--- config.mk ---
export PLATFORM = sky130hd
export DESIGN_NAME = borrow_lookahead_sub16_pipe_flat
export DESIGN_NICKNAME = d
export VERILOG_FILES = /design/src/rtl/borrow_lookahead_sub16_pipe_if.sv /design/src/rtl/borrow_lookahead_sub16_pipe.sv /design/src/flat_wrapper.sv
export SDC_FILE = /design/constraint.sdc
export NUM_CORES = 1
export LEC_CHECK = 0
export CAP_MARGIN = 20
export CORE_UTILIZATION = 35
export DETAILED_ROUTE_END_ITERATION = 8
export HOLD_SLACK_MARGIN = 0.1
export SYNTH_ARGS = -nofsm -noshare
export SYNTH_HDL_FRONTEND = slang
export SYNTH_SLANG_ARGS = --single-unit
export TNS_END_PERCENT = 50
--- constraint.sdc ---
create_clock -name clk -period 3.19 [get_ports clk]
set_input_delay 0.638 -clock clk [delete_from_list [all_inputs] [get_ports clk]]
set_output_delay 0.638 -clock clk [all_outputs]
set_load 0.03 [all_outputs]
--- src/rtl/borrow_lookahead_sub16_pipe_if.sv ---
// Operand/result stream bundle for the pipelined 16-bit borrow-lookahead subtractor.
// SUB_SATURATE_EN adds the sat_mode sideband that travels with each operand beat.
interface borrow_lookahead_sub16_pipe_if;
  logic        in_valid;
  logic        in_ready;
  logic [15:0] X;
  logic [15:0] Y;
  logic        Bin;
  logic        out_valid;
  logic        out_ready;
  logic [15:0] D;
  logic        Bout;
  logic        V;
  logic        Z;
`ifdef SUB_SATURATE_EN
  logic        sat_mode;

  modport slave  (input  in_valid, X, Y, Bin, sat_mode, out_ready,
                  output in_ready, out_valid, D, Bout, V, Z);
  modport master (output in_valid, X, Y, Bin, sat_mode, out_ready,
                  input  in_ready, out_valid, D, Bout, V, Z);
`else
  modport slave  (input  in_valid, X, Y, Bin, out_ready,
                  output in_ready, out_valid, D, Bout, V, Z);
  modport master (output in_valid, X, Y, Bin, out_ready,
                  input  in_ready, out_valid, D, Bout, V, Z);
`endif
endinterface

--- src/rtl/borrow_lookahead_sub16_pipe.sv ---
// Two-stage 16-bit subtractor D = X - Y - Bin built as X + ~Y + ~Bin with group lookahead.
// Stage 1 resolves the low byte, stage 2 the high byte and flags; SUB_SATURATE_EN adds unsigned floor.
module borrow_lookahead_sub16_pipe #(
  parameter int unsigned GROUP = 4
) (
  input logic                          clk,
  input logic                          rst,
  borrow_lookahead_sub16_pipe_if.slave bus
);

  localparam int unsigned NG = 8 / GROUP;

  // 8-bit adder: GROUP-wide lookahead inside groups, flat sum-of-products across groups
  function automatic logic [8:0] cla8(input logic [7:0] a, input logic [7:0] b, input logic cin);
    logic [7:0]    g;
    logic [7:0]    p;
    logic [7:0]    c;
    logic [NG-1:0] gg;
    logic [NG-1:0] gp;
    logic [NG:0]   gc;
    logic          acc;
    logic          t;
    g  = a & b;
    p  = a ^ b;
    c  = '0;
    gg = '0;
    gp = '0;
    gc = '0;
    for (int k = 0; k < int'(NG); k++) begin
      gg[k] = 1'b0;
      gp[k] = 1'b1;
      for (int j = 0; j < int'(GROUP); j++) begin
        gg[k] = g[k*GROUP+j] | (p[k*GROUP+j] & gg[k]);
        gp[k] = gp[k] & p[k*GROUP+j];
      end
    end
    gc[0] = cin;
    for (int k = 0; k < int'(NG); k++) begin
      acc = cin;
      for (int m = 0; m <= k; m++) acc = acc & gp[m];
      for (int j = 0; j <= k; j++) begin
        t = gg[j];
        for (int m = j + 1; m <= k; m++) t = t & gp[m];
        acc = acc | t;
      end
      gc[k+1] = acc;
    end
    for (int k = 0; k < int'(NG); k++) begin
      for (int j = 0; j < int'(GROUP); j++) begin
        acc = gc[k];
        for (int m = 0; m < j; m++) acc = acc & p[k*GROUP+m];
        for (int i = 0; i < j; i++) begin
          t = g[k*GROUP+i];
          for (int m = i + 1; m < j; m++) t = t & p[k*GROUP+m];
          acc = acc | t;
        end
        c[k*GROUP+j] = acc;
      end
    end
    return {gc[NG], p ^ c};
  endfunction

  logic        r_s1_valid;
  logic [7:0]  r_s1_d_lo;
  logic        r_s1_b8;
  logic [7:0]  r_s1_xh;
  logic [7:0]  r_s1_yh;
  logic        r_s1_sat;

  logic        r_out_valid;
  logic [15:0] r_d;
  logic        r_bout;
  logic        r_v;
  logic        r_z;

  logic        w_adv2;
  logic        w_in_ready;
  logic        w_sat_in;
  logic [8:0]  w_lo;
  logic [8:0]  w_hi;
  logic [15:0] w_d_raw;
  logic [15:0] w_d;
  logic        w_bout;
  logic        w_v;

  assign w_adv2     = !r_out_valid || bus.out_ready;
  assign w_in_ready = !r_s1_valid || w_adv2;

`ifdef SUB_SATURATE_EN
  assign w_sat_in = bus.sat_mode;
`else
  assign w_sat_in = 1'b0;
`endif

  // Stage 1 low byte; carry-in is the inverted borrow-in
  assign w_lo = cla8(bus.X[7:0], ~bus.Y[7:0], ~bus.Bin);

  // Stage 2 high byte continues from the registered borrow out of bit 7
  assign w_hi    = cla8(r_s1_xh, ~r_s1_yh, ~r_s1_b8);
  assign w_d_raw = {w_hi[7:0], r_s1_d_lo};
  assign w_bout  = ~w_hi[8];
  assign w_v     = (r_s1_xh[7] != r_s1_yh[7]) && (w_d_raw[15] != r_s1_xh[7]);
  assign w_d     = (r_s1_sat && w_bout) ? 16'h0000 : w_d_raw;

  always_ff @(posedge clk or posedge rst) begin
    if (rst) begin
      r_s1_valid <= 1'b0;
      r_s1_d_lo  <= '0;
      r_s1_b8    <= 1'b0;
      r_s1_xh    <= '0;
      r_s1_yh    <= '0;
      r_s1_sat   <= 1'b0;
    end else if (w_in_ready) begin
      r_s1_valid <= bus.in_valid;
      r_s1_d_lo  <= w_lo[7:0];
      r_s1_b8    <= ~w_lo[8];
      r_s1_xh    <= bus.X[15:8];
      r_s1_yh    <= bus.Y[15:8];
      r_s1_sat   <= w_sat_in;
    end
  end

  always_ff @(posedge clk or posedge rst) begin
    if (rst) begin
      r_out_valid <= 1'b0;
      r_d         <= '0;
      r_bout      <= 1'b0;
      r_v         <= 1'b0;
      r_z         <= 1'b0;
    end else if (w_adv2) begin
      r_out_valid <= r_s1_valid;
      r_d         <= w_d;
      r_bout      <= w_bout;
      r_v         <= w_v;
      r_z         <= ~|w_d;
    end
  end

  assign bus.in_ready  = w_in_ready;
  assign bus.out_valid = r_out_valid;
  assign bus.D         = r_d;
  assign bus.Bout      = r_bout;
  assign bus.V         = r_v;
  assign bus.Z         = r_z;

endmodule
--- src/flat_wrapper.sv ---
// flat-port wrapper written by rule: the top's interface ports become plain ports
module borrow_lookahead_sub16_pipe_flat 
#(
  parameter int unsigned GROUP = 4
)
  (clk, rst, bus_in_valid, bus_X, bus_Y, bus_Bin, bus_out_ready, bus_in_ready, bus_out_valid, bus_D, bus_Bout, bus_V, bus_Z);
  borrow_lookahead_sub16_pipe_if bus_i ();
  input logic clk;
  input logic rst;
  input wire logic [$bits(bus_i.in_valid)-1:0] bus_in_valid;
  input wire logic [$bits(bus_i.X)-1:0] bus_X;
  input wire logic [$bits(bus_i.Y)-1:0] bus_Y;
  input wire logic [$bits(bus_i.Bin)-1:0] bus_Bin;
  input wire logic [$bits(bus_i.out_ready)-1:0] bus_out_ready;
  output wire logic [$bits(bus_i.in_ready)-1:0] bus_in_ready;
  output wire logic [$bits(bus_i.out_valid)-1:0] bus_out_valid;
  output wire logic [$bits(bus_i.D)-1:0] bus_D;
  output wire logic [$bits(bus_i.Bout)-1:0] bus_Bout;
  output wire logic [$bits(bus_i.V)-1:0] bus_V;
  output wire logic [$bits(bus_i.Z)-1:0] bus_Z;
  assign bus_i.in_valid = bus_in_valid;
  assign bus_i.X = bus_X;
  assign bus_i.Y = bus_Y;
  assign bus_i.Bin = bus_Bin;
  assign bus_i.out_ready = bus_out_ready;
  assign bus_in_ready = bus_i.in_ready;
  assign bus_out_valid = bus_i.out_valid;
  assign bus_D = bus_i.D;
  assign bus_Bout = bus_i.Bout;
  assign bus_V = bus_i.V;
  assign bus_Z = bus_i.Z;
  borrow_lookahead_sub16_pipe #(.GROUP(GROUP)) u_core (.clk(clk), .rst(rst), .bus(bus_i));
endmodule
; Yosys cells after proc, flatten, opt, wreduce, memory -nomap -nowiden
; Index checks and enable logic that the tools add are counted.
; W data, S select, Z words.
[totals]
ff_bits = 46
in_bits = 37
output_inout_bits = 21
elab_cells = 123
[op_classes]
eq_ne = 2
n_bitwise = 104
reduce_logical = 7
[ops]
columns = operator, count
row1 = $and A1 B1 Y1, 50
row2 = $or A1 B1 Y1, 42
row3 = $xor A8 B8 Y8, 4
row4 = $and A8 B8 Y8, 2
row5 = $not A8 Y8, 2
row6 = $reduce_or A16 Y1, 1
row7 = $not A1 Y1, 4
row8 = $logic_not A1 Y1, 3
row9 = $logic_or A1 B1 Y1, 2
row10 = $ne A1 B1 Y1, 2
row11 = $logic_and A1 B1 Y1, 1

; Logic depth before layout (Yosys ltp)
[depth]
ltp_word = 18
mapped_depth = 13
ltp_nobuf = 13

; Worst setup path after synthesis
; No wires, ideal clock.
[synth_timing]
kind = input-to-reg
start = input port bus_Y[0]
end = register u_core.r_s1_d_lo[7]
setup_ns = 0.125
arrival_time_ns = 2.358
required_ns = 3.065
slack_ns = 0.707
path_stages = 11
path_buffers = 0
path_cell_list = inv_1 > ha_1 > a21o_1 > a21oi_1 > o21ai_0 > ha_1 > o21a_1 > o21a_1 > nor2_1 > xnor2_1 > mux2_2
[synth_via]
elab_chain_cells = 16
word_cells_on_any_way = 21
cone_classes = bitwise (21)
[synth_rtl]
columns = item, line_no
row1 = from (decl), flat_wrapper.sv:12  ; input wire logic [$bits(bus_i.Y)-1:0] bus_Y;
row2 = $not A8 Y8 *, borrow_lookahead_sub16_pipe.sv:96  ; assign w_lo = cla8(bus.X[7:0], ~bus.Y[7:0], ~bus.Bin);
row3 = $and A8 B8 Y8, borrow_lookahead_sub16_pipe.sv:23  ; g = a & b;
row4 = $and A1 B1 Y1, borrow_lookahead_sub16_pipe.sv:33  ; gg[k] = g[k*GROUP+j] | (p[k*GROUP+j] & gg[k]);
row5 = $or A1 B1 Y1, borrow_lookahead_sub16_pipe.sv:33
row6 = $and A1 B1 Y1, borrow_lookahead_sub16_pipe.sv:33
row7 = $or A1 B1 Y1, borrow_lookahead_sub16_pipe.sv:33
row8 = $and A1 B1 Y1, borrow_lookahead_sub16_pipe.sv:33
row9 = $or A1 B1 Y1, borrow_lookahead_sub16_pipe.sv:33
row10 = $or A1 B1 Y1 *, borrow_lookahead_sub16_pipe.sv:44  ; acc = acc | t;
row11 = $and A1 B1 Y1 * (3 in a row), borrow_lookahead_sub16_pipe.sv:51  ; for (int m = 0; m < j; m++) acc = acc & p[k*GROUP+m];
row12 = $or A1 B1 Y1 * (3 in a row), borrow_lookahead_sub16_pipe.sv:55  ; acc = acc | t;
row13 = $xor A8 B8 Y8 *, borrow_lookahead_sub16_pipe.sv:60  ; return {gc[NG], p ^ c};
row14 = to (signal assigned), borrow_lookahead_sub16_pipe.sv:115  ; r_s1_d_lo <= w_lo[7:0];
row15 = to (decl), borrow_lookahead_sub16_pipe.sv:64  ; logic [7:0] r_s1_d_lo;
; Mark *: on every way between the ends. The rest lies on a longest branch, timed or not.
; A chain may end at the register's enable or synchronous reset.

; Worst setup path after layout
; Same ends and word-level chain as after synthesis.

==> reports/results.ini <==
[placed_design]
dp.final_hpwl_um=3420
post-place-cells=363
globalplace.congestion=0.787
dpl_cell_area_mm2=0.00311
buffer_ports.inserted=57

[layout]
num_antenna_cells=0
fin_area_mm2=0.00325
finish.cell_count_without_fillers=372
postLayoutCoreUtil=0.480
fillers=675
fin_nets=352
final_layout_size_suffix_gt1_frac=0.127
area_delta_synth_final_pct=33.2

[synthesis]
mappedNetlistArea_mm2=0.00244
ys.warnings.count=0
number_of_flip_flops_and_latches_in_the_synthesized_netlist=46
synth_cells=230
syn-num-nets=291
asyncSetResetFlopFracSynth=1.00
yosysTopAreaCell=sky130_fd_sc_hd__dfrtp_1
synth_area_leaders=sky130_fd_sc_hd__dfrtp_1 47%, sky130_fd_sc_hd__ha_1 10%, sky130_fd_sc_hd__mux2_2 8.3%
synth_enable_flop_cells=0
proportion_of_synthesized_chip_area_in_sequential_cells=0.473
synth.avg_cell_area_um2=10.6
synth_largest_type_area_fraction=0.473
synth.distinct_cells=33
ys.flop_type=sky130_fd_sc_hd__dfrtp_1

[floorplan]
floorplan.core_area_mm2=0.00676
initial_core_util=0.361
fp-row-count=30
die_width_um=85.4
die_y_um=85.4
dieArea_mm2=0.00730
top_level_ports=58

[global_route]
maximum_number_of_pins_on_one_net_before_global_route_repair=47
first_global_vias=1680
grt_usage=0.135
grt_first_pass_wirelength_um=7670
grt_overflow=0
grt_antenna_before_repair=0

[min_path]
min_delay_path_depth=1
worst_hold_path_type=reg2reg

[drt]
drc_marker_count_from_the_first_detailed_route_iteration=32
drc=0
wl_final_um=4550
vias=1752
route.detailed.vias_per_inst=4.71
wire_per_inst_um=12.2
postRouteAntennaNets=0
drt_pass1_iterations=4

[flow_run]
cap_violations=0

[clock_network]
post_cts_resized=0
cts.repair_timing.setup_buffer_count=0
clkSlewWorstSetupHoldPaths_ns=0.09
cts_buffers=5
cts_tree=yes
cts-htree-levels=2
hold_buffers=0
clock_insertion_delay_worst_skew_ns=0.30
max-clock-path-buffers=2
clockRootBuffer=sky130_fd_sc_hd__clkbuf_8
cts.sinks=46

[timing]
hold_viol=0
tightest_slew_ns=0.581
whs_ns=0.466
fin_tns_setup_ns=0
max_freq_ghz=0.352
setup_viol_count_final=0
min_period_over_period=0.890
clock-skew-final_ns=0.00564
timing.final.crit_period_ns=2.84
grt_setup_unrepaired=no
timing.final.max_slew_violations=0
slew-limit-headroom=0.602

[power_and_ir_drop]
comb_power_share=0.375
power_switching_share=0.337
power.internal_mw=1.28
vdd_drop_max_mv=0.229
power-per-cell-area_mw_per_mm2=593
leakagePower_nw=1.46
pwr-share-clk=0.220
power.share.sequential=0.405
switchingPower_mw=0.648

[critical_path]
cp.arrival_ns=3.03
reg2reg_depth=13
setup.worst_path.start_class=primary input
critPathMaxStageDelay_ns=0.50
cp_max_fo=2
worst-setup-path-type=in2reg
crit_path_cells=clkdlybuf4s50_1, inv_1, ha_1, a21o_1, a21oi_1, o21ai_0, ha_1, o21a_1, o21a_1, nor2_1, xnor2_1, mux2_2
end_kind=register
timing.critical_path.slowest_stage_cell=sky130_fd_sc_hd__clkdlybuf4s50_1
timing.critical_path.required_ns=3.38

[outcome]
status=finished clean

## path summary, 6_finish.rpt
kind	from	endpoint	slack, ns
min reg2reg	u_core.r_s1_valid	u_core.bus.out_valid	0.47
max reg2reg	u_core.r_s1_yh[0]	u_core.bus.D[15]	0.47
max	bus_Y[0]	u_core.r_s1_d_lo[7]	0.35
max in group asynchronous	rst	u_core.r_s1_yh[5]	2.01
min	u_core.r_s1_valid	u_core.bus.out_valid	0.47
min in group asynchronous	rst	u_core.bus.D[6]	0.69
## metal layers
layer  track usage  up-vias  wire, µm
met4        0.0500        0        57
met5             0        -         0
met1         0.192      818      2350
li1              -      894         -
met3        0.0292        5       152
met2         0.202       35      2000
## sequential cells by signal, indices dropped and copies added (netlist names)
name	flops
u_core.bus.Bout	1
u_core.bus.D	16
u_core.bus.V	1
u_core.bus.Z	1
u_core.bus.out_valid	1
u_core.r_s1_b8	1
u_core.r_s1_d_lo	8
u_core.r_s1_valid	1
u_core.r_s1_xh	8
u_core.r_s1_yh	8
## cell usage in the layout (no fill, tap or decap), types with 2 or more instances in the layout
cell,n
sky130_fd_sc_hd__buf_4,3
sky130_fd_sc_hd__nand3_1,2
sky130_fd_sc_hd__inv_1,26
sky130_fd_sc_hd__dfrtp_1,46
sky130_fd_sc_hd__a21oi_1,10
sky130_fd_sc_hd__nor2_1,8
sky130_fd_sc_hd__ha_1,20
sky130_fd_sc_hd__o21a_1,7
sky130_fd_sc_hd__clkinv_2,2
sky130_fd_sc_hd__fa_1,4
sky130_fd_sc_hd__clkbuf_8,5
sky130_fd_sc_hd__nand2_1,24
sky130_fd_sc_hd__o21ai_0,24
sky130_fd_sc_hd__nand2b_1,2
sky130_fd_sc_hd__nor3_1,3
sky130_fd_sc_hd__mux2_2,18
sky130_fd_sc_hd__xnor2_1,5
sky130_fd_sc_hd__a21o_1,2
sky130_fd_sc_hd__xor2_1,6
sky130_fd_sc_hd__clkdlybuf4s50_1,56
## cell usage after synthesis (all sizes together) (4+ instances only)
library cell   n
dfrtp         46
inv           27
nand2         24
o21ai         24
ha            20
mux2          18
a21oi         10
nor2           8
o21a           7
xor2           6
xnor2          5
clkbuf         4
fa             4
## cell families (layout without fill, tap and decap cells)
family	count (synthesis)	after routing	share of synthesized area
compound gates	50	50	0.123
simple gates	47	47	0.0914
flops	46	46	0.473
buf+inv	34	96	0.0550
fa+ha+maj	24	24	0.136
mux	18	18	0.0832
xor+xnor	11	11	0.0395
## per-stage QoR
stage / power, mW / worst slack [ns]
5_1_grt: 2.04 / 0.195
3_3_place_gp: 1.51 / 0.0860
6_report: 1.92 / 0.351
3_5_place_dp: 1.52 / 0.0644
4_1_cts: 1.95 / 0.383
2_1_floorplan: 1.22 / 0.707
## critical path, delay by kind of cell
kind	cells	cell delay, ns
compound gates	5	0.85
buf+inv	2	0.55
fa+ha+maj	2	0.53
mux	1	0.26
simple gates	1	0.13
xor+xnor	1	0.08
## power groups by stage
stage	Clock (mW)	Sequential [mW]	Combinational, mW
after floorplan	0	0.931	0.292
after global placement	0	0.791	0.714
after detailed placement	0	0.795	0.721
after CTS	0.440	0.783	0.723
after global routing	0.459	0.798	0.784
final	0.423	0.780	0.721
## area by class of cell
type,instances,area (µm²),share of cell area
clock inverters,3,40.0,0.0123
inverters,27,101,0.0312
multi-input cells,150,1150,0.355
repair buffers,61,631,0.194
flip-flops and latches,46,1150,0.355
well taps,80,100,0.0308
clock buffers,5,68.8,0.0212
Power figures use the tool's default switching activity.
